[src/rtl/frame_scheduler.sv]
// frame_scheduler: raster coordinate generator for the ray-marching video path.
// Coordinates are issued only when a slot in the output FIFO is reserved for the
// result, so a non-stallable fixed-latency pipeline can never overrun the FIFO.
// Results drain in order onto an AXI4-Stream video port (tuser = SOF, tlast = EOL).
// Optional feature: define FRAME_SCHED_PATTERN_EN to add the pattern_sel input,
// which replaces tdata with a counter-based test pattern.
module frame_scheduler #(
    parameter  int H_RES       = 640,
    parameter  int V_RES       = 480,
    parameter  int FIFO_DEPTH  = 64,
    parameter  int COLOR_WIDTH = 8,
    localparam int XW          = $clog2(H_RES),
    localparam int YW          = $clog2(V_RES)
) (
    input  logic                     out_stream_aclk,
    input  logic                     periph_resetn,
    input  logic                     enable,
`ifdef FRAME_SCHED_PATTERN_EN
    input  logic                     pattern_sel,
`endif
    output logic [XW-1:0]            coord_x,
    output logic [YW-1:0]            coord_y,
    output logic                     coord_valid,
    input  logic                     pix_valid,
    input  logic [3*COLOR_WIDTH-1:0] pix_rgb,
    output logic [31:0]              out_stream_tdata,
    output logic [3:0]               out_stream_tkeep,
    output logic                     out_stream_tlast,
    output logic                     out_stream_tuser,
    output logic                     out_stream_tvalid,
    input  logic                     out_stream_tready,
    output logic [15:0]              frame_count,
    output logic                     busy,
    output logic                     overflow_err
);

    localparam int PW   = $clog2(FIFO_DEPTH);
    localparam int CW   = PW + 1;
    localparam int RGBW = 3 * COLOR_WIDTH;

    localparam logic [XW-1:0] X_LAST    = XW'(H_RES - 1);
    localparam logic [YW-1:0] Y_LAST    = YW'(V_RES - 1);
    localparam logic [CW:0]   OCC_LIMIT = (CW + 1)'(FIFO_DEPTH);

    typedef enum logic [1:0] {IDLE, RUN, DRAIN} state_t;

    state_t          state;
    logic [XW-1:0]   ix, ox;
    logic [YW-1:0]   iy, oy;
    logic [CW-1:0]   inflight;
    logic [CW-1:0]   mem_cnt;
    logic [CW-1:0]   fifo_cnt;
    logic [CW:0]     occupancy;
    logic [PW-1:0]   wr_ptr, rd_ptr;
    logic [RGBW-1:0] mem [FIFO_DEPTH];
    logic            out_valid;
    logic [23:0]     out_rgb;
    logic            issue;
    logic            accept;
    logic            load;
    logic            pop_out;

    // Expands each channel into its byte, MSB-aligned with zero low bits.
    function automatic logic [23:0] pack_rgb(input logic [RGBW-1:0] p);
        logic [7:0] r, g, b;
        r = 8'(p[3*COLOR_WIDTH-1 -: COLOR_WIDTH]) << (8 - COLOR_WIDTH);
        g = 8'(p[2*COLOR_WIDTH-1 -: COLOR_WIDTH]) << (8 - COLOR_WIDTH);
        b = 8'(p[COLOR_WIDTH-1 -: COLOR_WIDTH])   << (8 - COLOR_WIDTH);
        return {r, g, b};
    endfunction

    // The output register counts as a FIFO slot so credits cover every buffered pixel.
    assign fifo_cnt  = mem_cnt + CW'(out_valid);
    assign occupancy = {1'b0, inflight} + {1'b0, fifo_cnt};
    assign issue     = (state == RUN) && (occupancy < OCC_LIMIT);
    assign accept    = pix_valid && (inflight != '0);
    assign pop_out   = out_valid && out_stream_tready;
    assign load      = (mem_cnt != '0) && (!out_valid || out_stream_tready);

    // Frame sequencer: raster walk of the issue counters and registered coordinate outputs.
    always_ff @(posedge out_stream_aclk or negedge periph_resetn) begin
        if (!periph_resetn) begin
            state       <= IDLE;
            ix          <= '0;
            iy          <= '0;
            coord_x     <= '0;
            coord_y     <= '0;
            coord_valid <= 1'b0;
        end else begin
            coord_valid <= 1'b0;
            case (state)
                IDLE: begin
                    if (enable) begin
                        state <= RUN;
                        ix    <= '0;
                        iy    <= '0;
                    end
                end
                RUN: begin
                    if (issue) begin
                        coord_valid <= 1'b1;
                        coord_x     <= ix;
                        coord_y     <= iy;
                        if (ix == X_LAST) begin
                            ix <= '0;
                            if (iy == Y_LAST) begin
                                iy <= '0;
                                if (!enable) state <= DRAIN;
                            end else begin
                                iy <= iy + 1'b1;
                            end
                        end else begin
                            ix <= ix + 1'b1;
                        end
                    end
                end
                DRAIN: begin
                    if (inflight == '0 && fifo_cnt == '0) state <= IDLE;
                end
                default: state <= IDLE;
            endcase
        end
    end

    // Tracks pixels issued to the ray pipeline whose results have not come back yet.
    always_ff @(posedge out_stream_aclk or negedge periph_resetn) begin
        if (!periph_resetn) begin
            inflight <= '0;
        end else begin
            case ({issue, accept})
                2'b10:   inflight <= inflight + 1'b1;
                2'b01:   inflight <= inflight - 1'b1;
                default: inflight <= inflight;
            endcase
        end
    end

    // FIFO storage; contents are only meaningful where the counters say so, so no reset.
    always_ff @(posedge out_stream_aclk) begin
        if (accept) mem[wr_ptr] <= pix_rgb;
    end

    // FIFO pointers plus the show-ahead output register feeding the stream.
    always_ff @(posedge out_stream_aclk or negedge periph_resetn) begin
        if (!periph_resetn) begin
            wr_ptr    <= '0;
            rd_ptr    <= '0;
            mem_cnt   <= '0;
            out_valid <= 1'b0;
            out_rgb   <= '0;
        end else begin
            if (accept) wr_ptr <= wr_ptr + 1'b1;
            if (load) begin
                rd_ptr    <= rd_ptr + 1'b1;
                out_rgb   <= pack_rgb(mem[rd_ptr]);
                out_valid <= 1'b1;
            end else if (pop_out) begin
                out_valid <= 1'b0;
            end
            case ({accept, load})
                2'b10:   mem_cnt <= mem_cnt + 1'b1;
                2'b01:   mem_cnt <= mem_cnt - 1'b1;
                default: mem_cnt <= mem_cnt;
            endcase
        end
    end

    // Output raster position and completed-frame count, advanced per stream handshake.
    always_ff @(posedge out_stream_aclk or negedge periph_resetn) begin
        if (!periph_resetn) begin
            ox          <= '0;
            oy          <= '0;
            frame_count <= '0;
        end else if (pop_out) begin
            if (ox == X_LAST) begin
                ox <= '0;
                if (oy == Y_LAST) begin
                    oy          <= '0;
                    frame_count <= frame_count + 16'd1;
                end else begin
                    oy <= oy + 1'b1;
                end
            end else begin
                ox <= ox + 1'b1;
            end
        end
    end

    // Sticky flag for a pipeline result that arrives with nothing in flight.
    always_ff @(posedge out_stream_aclk or negedge periph_resetn) begin
        if (!periph_resetn) begin
            overflow_err <= 1'b0;
        end else if (pix_valid && inflight == '0) begin
            overflow_err <= 1'b1;
        end
    end

    assign out_stream_tvalid = out_valid;
    assign out_stream_tkeep  = 4'hF;
    assign out_stream_tuser  = out_valid && (ox == '0) && (oy == '0);
    assign out_stream_tlast  = out_valid && (ox == X_LAST);
    assign busy              = (state != IDLE);

`ifdef FRAME_SCHED_PATTERN_EN
    logic [7:0] ox8, oy8;
    assign ox8 = 8'(ox);
    assign oy8 = 8'(oy);
    assign out_stream_tdata = pattern_sel ? {8'h00, ox8, oy8, frame_count[7:0]}
                                          : {8'h00, out_rgb};
`else
    assign out_stream_tdata = {8'h00, out_rgb};
`endif

endmodule

[config.mk]
export PLATFORM = sky130hd
export DESIGN_NAME = frame_scheduler
export DESIGN_NICKNAME = d
export VERILOG_FILES = /design/src/rtl/frame_scheduler.sv
export SDC_FILE = /design/constraint.sdc
export NUM_CORES = 2
export LEC_CHECK = 0
export BUFFER_PORTS_ARGS = -buffer_cell sky130_fd_sc_hd__buf_2
export CAP_MARGIN = 30
export CORE_MARGIN = 3
export CORE_UTILIZATION = 45
export CTS_BUF_LIST = sky130_fd_sc_hd__clkbuf_4 sky130_fd_sc_hd__clkbuf_8 sky130_fd_sc_hd__clkbuf_16
export CTS_CLUSTER_SIZE = 24
export DETAILED_ROUTE_END_ITERATION = 12
export PLACE_DENSITY = 0.63
export SYNTH_ARGS = -nofsm -noshare
export SYNTH_HDL_FRONTEND = slang
export SYNTH_SLANG_ARGS = --single-unit
[constraint.sdc]
create_clock -name out_stream_aclk -period 3.7 [get_ports out_stream_aclk]
set_input_delay 0.555 -clock out_stream_aclk [delete_from_list [all_inputs] [get_ports out_stream_aclk]]
set_output_delay 0.555 -clock out_stream_aclk [all_outputs]
set_load 0.05 [all_outputs]
# Word level (Yosys, flattened, before mapping)

Memory sizes are Yosys's and may differ from the RTL's. A register that Yosys moved wholly into a read port is not among the register bits.
Index checks and enable logic that the tools add are counted.

Flip-flop bits (word level): 104
Bits in latches: 0
Bits in writable memories: 1536
Memory bits (read-only): 0
Bits of input ports: 29
Output and inout bits: 77
Logic and storage cells: 102
Memories kept: 1

Memory list:

| memory | depth | width | read ports | clocked after memory_dff | write ports | RTL line | text |
|---|---|---|---|---|---|---|---|
| mem    | 64    | 24    | 1          | 1                        | 1           | 55       | `logic [RGBW-1:0] mem [FIFO_DEPTH];` |

Add/sub/neg operators: 13
$mul: 0
Div/mod/pow operators: 0
$lt $le $gt $ge: 1
Eq/ne operators: 16
Shift operators: 0
Multiplexer cells: 26
Bitwise logic cells: 0
Reduce and logical (&&, ||, !) cells: 30

Operators by type and width:

| kind                  | count |
|---|---|
| $mux 9                | 5 |
| $mux 10               | 4 |
| $pmux 7 s2            | 2 |
| $add 10x1->10 const B | 2 |
| $eq 10x10->1 const B  | 2 |
| $pmux 10 s2           | 1 |
| $add 9x1->9 const B   | 2 |
| $eq 9x9->1 const B    | 2 |
| $pmux 9 s2            | 1 |
| $add 16x1->16 const B | 1 |
| $add 7x1->7 const B   | 2 |
| $logic_not 7->1       | 2 |
| $reduce_bool 7->1     | 2 |
| $sub 7x1->7 const B   | 2 |
| $add 6x1->6 const B   | 2 |
| $mux 2                | 6 |
| $logic_not 10->1      | 1 |
| $reduce_bool 2->1     | 5 |
| $logic_and 1x1->1     | 9 |
| $logic_not 9->1       | 1 |
| $add 7x7->8           | 1 |
| $lt 8x7->1 const B    | 1 |
| $ne 2x2->1 const B    | 4 |
| $add 7x1->7           | 1 |
| other kinds (12)      | 25 |

# Logic depth before layout (Yosys ltp)

Depth after elaboration: 6
Depth in mapped cells: 17
Gate-level depth less buffers: 16

# Worst setup path before layout

No wires, ideal clock.

Kind: register to register
Start point: reg out_valid (netlist: out_stream_tvalid)
End point: reg inflight[6]
Library setup time: 79 ps
Data arrival time: 4305 ps
Data required time: 3621 ps
Slack: -684 ps
Cell stages (with the launch flop): 17
Buffers on the path: 1
Clock period less this slack: 4384 ps
Path through: dfrtp_1 ha_1 nand4_1 xnor2_1 ha_1 a21o_1 a2111oi_4 o211ai_4 buf_2 ha_1 ha_1 nor2b_1 o21ai_0 a21boi_0 or4_1 nand3_1 xor2_1

Word-level cells in the longest chain between the ends: 6
Elaborated cells on any way between the ends: 8
Classes of those cells: add/sub: 2; order compare: 1; eq/ne: 2; mux: 1; reduce/logical: 2

RTL lines:

| what                                                   | RTL line | text |
|---|---|---|
| start: declaration                                     | 56       | `logic out_valid;` |
| start signal: assignment                               | 149      | `out_valid <= 1'b0;` |
| start signal: assignment                               | 156      | `out_valid <= 1'b1;` |
| start signal: assignment                               | 158      | `out_valid <= 1'b0;` |
| $add 7x1->7 *                                          | 73       | `assign fifo_cnt = mem_cnt + CW'(out_valid);` |
| $add 7x7->8 *                                          | 74       | `assign occupancy = {1'b0, inflight} + {1'b0, fifo_cnt};` |
| $lt 8x7->1 *                                           | 75       | `assign issue = (state == RUN) && (occupancy < OCC_LIMIT);` |
| $logic_and 1x1->1 *                                    | 75       |  |
| $eq 2x1->1 / $eq 2x2->1 (equally long branches)        | 130      | `case ({issue, accept})` |
| $pmux 7 s2 / $reduce_bool 2->1 (equally long branches) | --       |  |
| end signal: assignment                                 | 131      | `2'b10: inflight <= inflight + 1'b1;` |
| end signal: assignment                                 | 132      | `2'b01: inflight <= inflight - 1'b1;` |
| end signal: assignment                                 | 133      | `default: inflight <= inflight;` |
| end: declaration                                       | 50       | `logic [CW-1:0] inflight;` |

Mark *: on every way between the ends. The rest lies on a longest branch, timed or not.
A chain may end at the register's enable or synchronous reset.

# Worst setup path after layout

Same ends and word-level chain as after synthesis.

==> Flow_metrics.wiki <==
{| class="wikitable"
! Metric !! Value
|-
| Deepest clock path buffer count || 3
|-
| Fmax || 277 MHz
|-
| Core area || ~140000 um2
|-
| Post-synthesis share of cell area spent on and, or, nand and nor gates || 3.39%
|-
| Number of global-route vias before repair || 33000
|-
| Starting DRC count in detailed routing || 3056
|-
| Flop pwr share || between 40% and 50%
|-
| Static leakage || 0.0249 uW
|-
| CTS Root Buffer Type || clkbuf_16
|-
| Cell with the biggest individual delay on the critical path || dfrtp_4
|-
| Row count || about 140
|-
| Fraction of final layout cells with drive strength greater than 1 || 26.8%
|-
| Non-Filler Cell Area, Final || 74900 um2
|-
| Cell-internal power || 37700 uW
|-
| Core Util, Final || 52.0%
|-
| Series of cell instances along the critical path || ha_4 > and3_1 > xor2_1 > ha_1 > a2111oi_4 > o211ai_4 > ha_4 > ha_4 > nor2b_1 > o21ai_1 > a21boi_1 > or4_1 > nand3_1 > xor2_1
|-
| Clock tree from TritonCTS || done
|-
| Most frequent cells in the layout || 1536 x edfxtp_1, 288 x mux4_2, 216 x mux2i_1, 184 x buf_4, 174 x clkbuf_16
|-
| Final routed wirelength across all metal layers || 162 mm
|-
| Global-route wire length before repair || 236 mm
|-
| Buffering stage count on the worst path with inverters included || 0
|-
| Critical Path Start || out_stream_tvalid$_DFFE_PN0P_
|-
| End of the worst register-to-register path || inflight[6]$_DFFE_PN0P_
|-
| Critical path's most frequent cell || ha_4
|-
| Maximum vdd drop || 0.000476 V
|-
| Final Non-Filler Cells || 5668
|-
| Die ar. || 150000 um2
|-
| Cell Count Post-Placement || approximately 5300
|-
| Total vias in the final route || between 30000 and 40000
|-
| Worst setup EP type || flop
|-
| Setup slack on the worst flop-to-flop path || between 90 and 100 ps
|-
| Total number of cells along the worst setup path || 14
|-
| Library cell with the largest summed area after synthesis || edfxtp_1
|-
| Floorplan die width || 387 um
|-
| Worst Max-Slew Pin Slew || 1060 ps
|-
| Final setup violating endpoints || 0
|-
| Ratio of final minimum period to clock period || 97.4%
|-
| Required @ worst endpoint || approximately 4400 ps
|-
| Initial Util || 45.5%
|-
| Total Routing Usage GR || a little over a fifth
|-
| RSZ-0062 raised after global routing || yes
|-
| Worst-path clk slew || ~60 ps
|-
| #FFs+latches synth || 1664
|-
| Slew Viols, Final || 0
|-
| Num CTS Buffers || approximately 170
|-
| Count of port buffers added during placement || 93
|-
| Switching part of the total power || 32.5%
|-
| Post-place instance area || roughly 70000 um2
|-
| Arrival time reported for the critical path endpoint || roughly 4300 ps
|-
| Dominant cells by area after synthesis || edfxtp_1 70%, mux4_2 9.9%, dfrtp_1 4.9%, mux2i_1 3.3%, nor2_1 0.72%
|-
| Synthesized netlist cell count || 3339
|-
| Synthesized cell area || 65500 um2
|-
| Pin count of the biggest net entering global routing || a little under 100
|-
| Switching power of the nets || ~18000 uW
|-
| Fraction of registers with async set/reset || 7.69%
|-
| Sequential cell area fraction in the yosys report || 75.3%
|-
| Result of the run || finished clean
|-
| DRC viols || 0
|-
| Clock Latency Late Sink || 800 ps
|-
| Worst Clk Skew || ~30 ps
|-
| Number of antenna-violating nets in the routed design || 0
|-
| Synthesized area divided by synthesized cell count || 19.6 um2
|-
| Routed via count divided by cell count || 5.87
|-
| Dominant synthesized flop cell || edfxtp_1
|-
| 1st-pass router iterations || 7
|-
| Clock network fraction of design power || between 20 and 30%
|-
| CTS HTree Levels || 4
|-
| Maximum capacitance violations || 0
|-
| Number of warnings reported in the yosys synthesis log || 0
|-
| Main combinational cell family by area after synthesis || multiplexers
|-
| Weighted congestion at the end of routability-driven global placement || 0.822
|-
| Share of cell area taken by muxes after synthesis || about 14%
|-
| Parity-gate share of the synthesized area counting xor and xnor cells || 0.749%
|-
| Aggregate global routing overflow || 0
|-
| Startpoint of the lowest-slack register-to-register path || out_stream_tvalid$_DFFE_PN0P_
|-
| Critical path's largest stage delay || 510 ps
|-
| Area fraction in compound gates after synthesis || under 10%
|-
| Layout-stage area growth over the synthesis result || 14.5%
|-
| Number of distinct library cells after synthesis || 70
|-
| Most common cell after layout, fill and taps aside || edfxtp_1
|-
| Total negative slack || 0 ps
|-
| Final Hold Violating Endpoints || 0
|-
| Wire length per cell || 28.6 um
|-
| Cell type group with the largest total delay on the critical path || adder cells
|-
| Number of top-level design ports || approximately 110
|-
| Post-synthesis share of cell area spent on full adders, half adders and majority gates || 0.615%
|-
| Path class of the lowest-slack min-delay path || in -> async
|-
| Sinks on the clock net || 1664
|-
| Power density relative to cell area || 747 nW/um2
|-
| Antenna violations before repair || 6
|-
| NumNets Final || 3687
|-
| Rel. slew slack || 28.9%
|-
| Floorplan die height || roughly 390 um
|-
| Largest fanout on the critical path || 7
|-
| Launching element type of the critical path || flop
|-
| Combinational power share || ~30%
|-
| Post-synth top area share || 70.5%
|-
| EDFF count, synth || 1536
|-
| Final min period || 3600 ps
|-
| Worst reg2reg path depth || 14
|-
| Critical path capture point || inflight[6]$_DFFE_PN0P_
|-
| DPL Wire Length || 98.0 mm
|-
| Type of the worst setup path || reg -> reg
|}
-- how the worst min path moves through the flow --
stage                                   to  cells after the start                         from
6_report            coord_x[7]$_DFFE_PN0P_                      2                periph_resetn
5_1_grt             coord_y[4]$_DFFE_PN0P_                      2                periph_resetn
4_1_cts                  ox[0]$_DFFE_PN0P_                      4            out_stream_tready
3_5_place_dp        coord_y[0]$_DFFE_PN0P_                      2       coord_y[0]$_DFFE_PN0P_
3_3_place_gp   frame_count[15]$_DFFE_PN0P_                      1  frame_count[15]$_DFFE_PN0P_
2_1_floorplan        coord_valid$_DFF_PN0_                      0                periph_resetn
-- power by group through the flow --
stage	Combinational (uW)	Sequential, uW	Clock (uW)
floorplan	10700	23200	0
global placement	16500	23200	0
detailed placement	16600	23200	0
CTS	16700	22800	16900
global route	17500	23000	17700
finish	16500	22900	16600
-- repair_timing --
item                                    4_1_cts  5_1_grt
buffers inserted                              0        0
endpoints found under the setup margin        0        2
gates resized for setup                       0        3
hold buffers                                  3        0
hold endpoints to repair                     97        0
-- layer usage --
metal	part of all wire (%)	global-route usage (%)	vias up
li1	-	-	14200
met1	42	30.4	17600
met2	48	34.2	1223
met3	7.7	4.47	223
met4	2.8	6.68	2
met5	0.091	0	-
-- sequential cells by signal, indices dropped and copies added, names as in the netlist, 9 cells and up --
signal       count
mem           1536
out_rgb         24
frame_count     16
coord_x         10
ix              10
ox              10
coord_y          9
iy               9
oy               9
-- logic make-up (layout without fill, tap and decap cells) --
family	after synthesis	after routing
and+or+nand+nor	453	453
buffers and inverters	230	642
muxes	524	524
DFF	1664	1664
adders and majority gates	31	31
AOI/OAI and AO/OA	379	379
other	2	16
xor gates and xnor gates	56	56
-- Yosys cell counts (3+ instances only) --
| cell type | number |
|---|---|
| edfxtp_1 | 1536 |
| mux4_2 | 288 |
| mux2i_1 | 216 |
| dfrtp_1 | 128 |
| nor2_1 | 125 |
| nand2_1 | 107 |
| buf_2 | 81 |
| clkbuf_1 | 61 |
| nor2b_1 | 52 |
| nand3_1 | 50 |
| o221ai_1 | 48 |
| o22ai_1 | 48 |
| buf_4 | 40 |
| a21oi_1 | 39 |
| xnor2_1 | 36 |
| a31oi_1 | 33 |
| nor3_1 | 32 |
| ha_1 | 29 |
| a211oi_1 | 28 |
| a221oi_1 | 28 |
| inv_1 | 25 |
| o21ai_0 | 25 |
| a22oi_1 | 24 |
| o211ai_1 | 24 |
| a211oi_2 | 20 |
| a221oi_2 | 20 |
| xor2_1 | 20 |
| nand4_1 | 18 |
| and3_1 | 17 |
| o21ai_1 | 16 |
| nand2b_1 | 13 |
| mux2_1 | 12 |
| buf_1 | 11 |
| buf_6 | 11 |
| mux2_2 | 8 |
| o31ai_1 | 7 |
| nand3b_1 | 6 |
| and2_1 | 5 |
| nor4_1 | 5 |
| a21o_1 | 3 |
| and4_1 | 3 |
| nand4b_1 | 3 |
-- per-stage QoR --
| step | total power [uW] | hold WS [ps] | setup slack, ps |
|---|---|---|---|
| final | 55900 | 166 | 95.7 |
| after global routing | 58200 | 125 | -36.5 |
| after CTS | 56400 | 140 | 111 |
| after detailed placement | 39900 | 475 | 152 |
| after global placement | 39700 | 460 | 157 |
| after floorplan | 33900 | 259 | -7.80 |
-- area by class of cell --
class                   count  area, um2
well taps                1903       2380
inverters                  26       97.6
fillers                 11200      69100
clock inverters            82        649
flip-flops and latches   1664      49300
repair buffers            309       2450
clock buffers             225       4790
diodes                      4       10.0
multi-input cells        1455      15200
No activity file was read; power rests on OpenSTA's default activity.
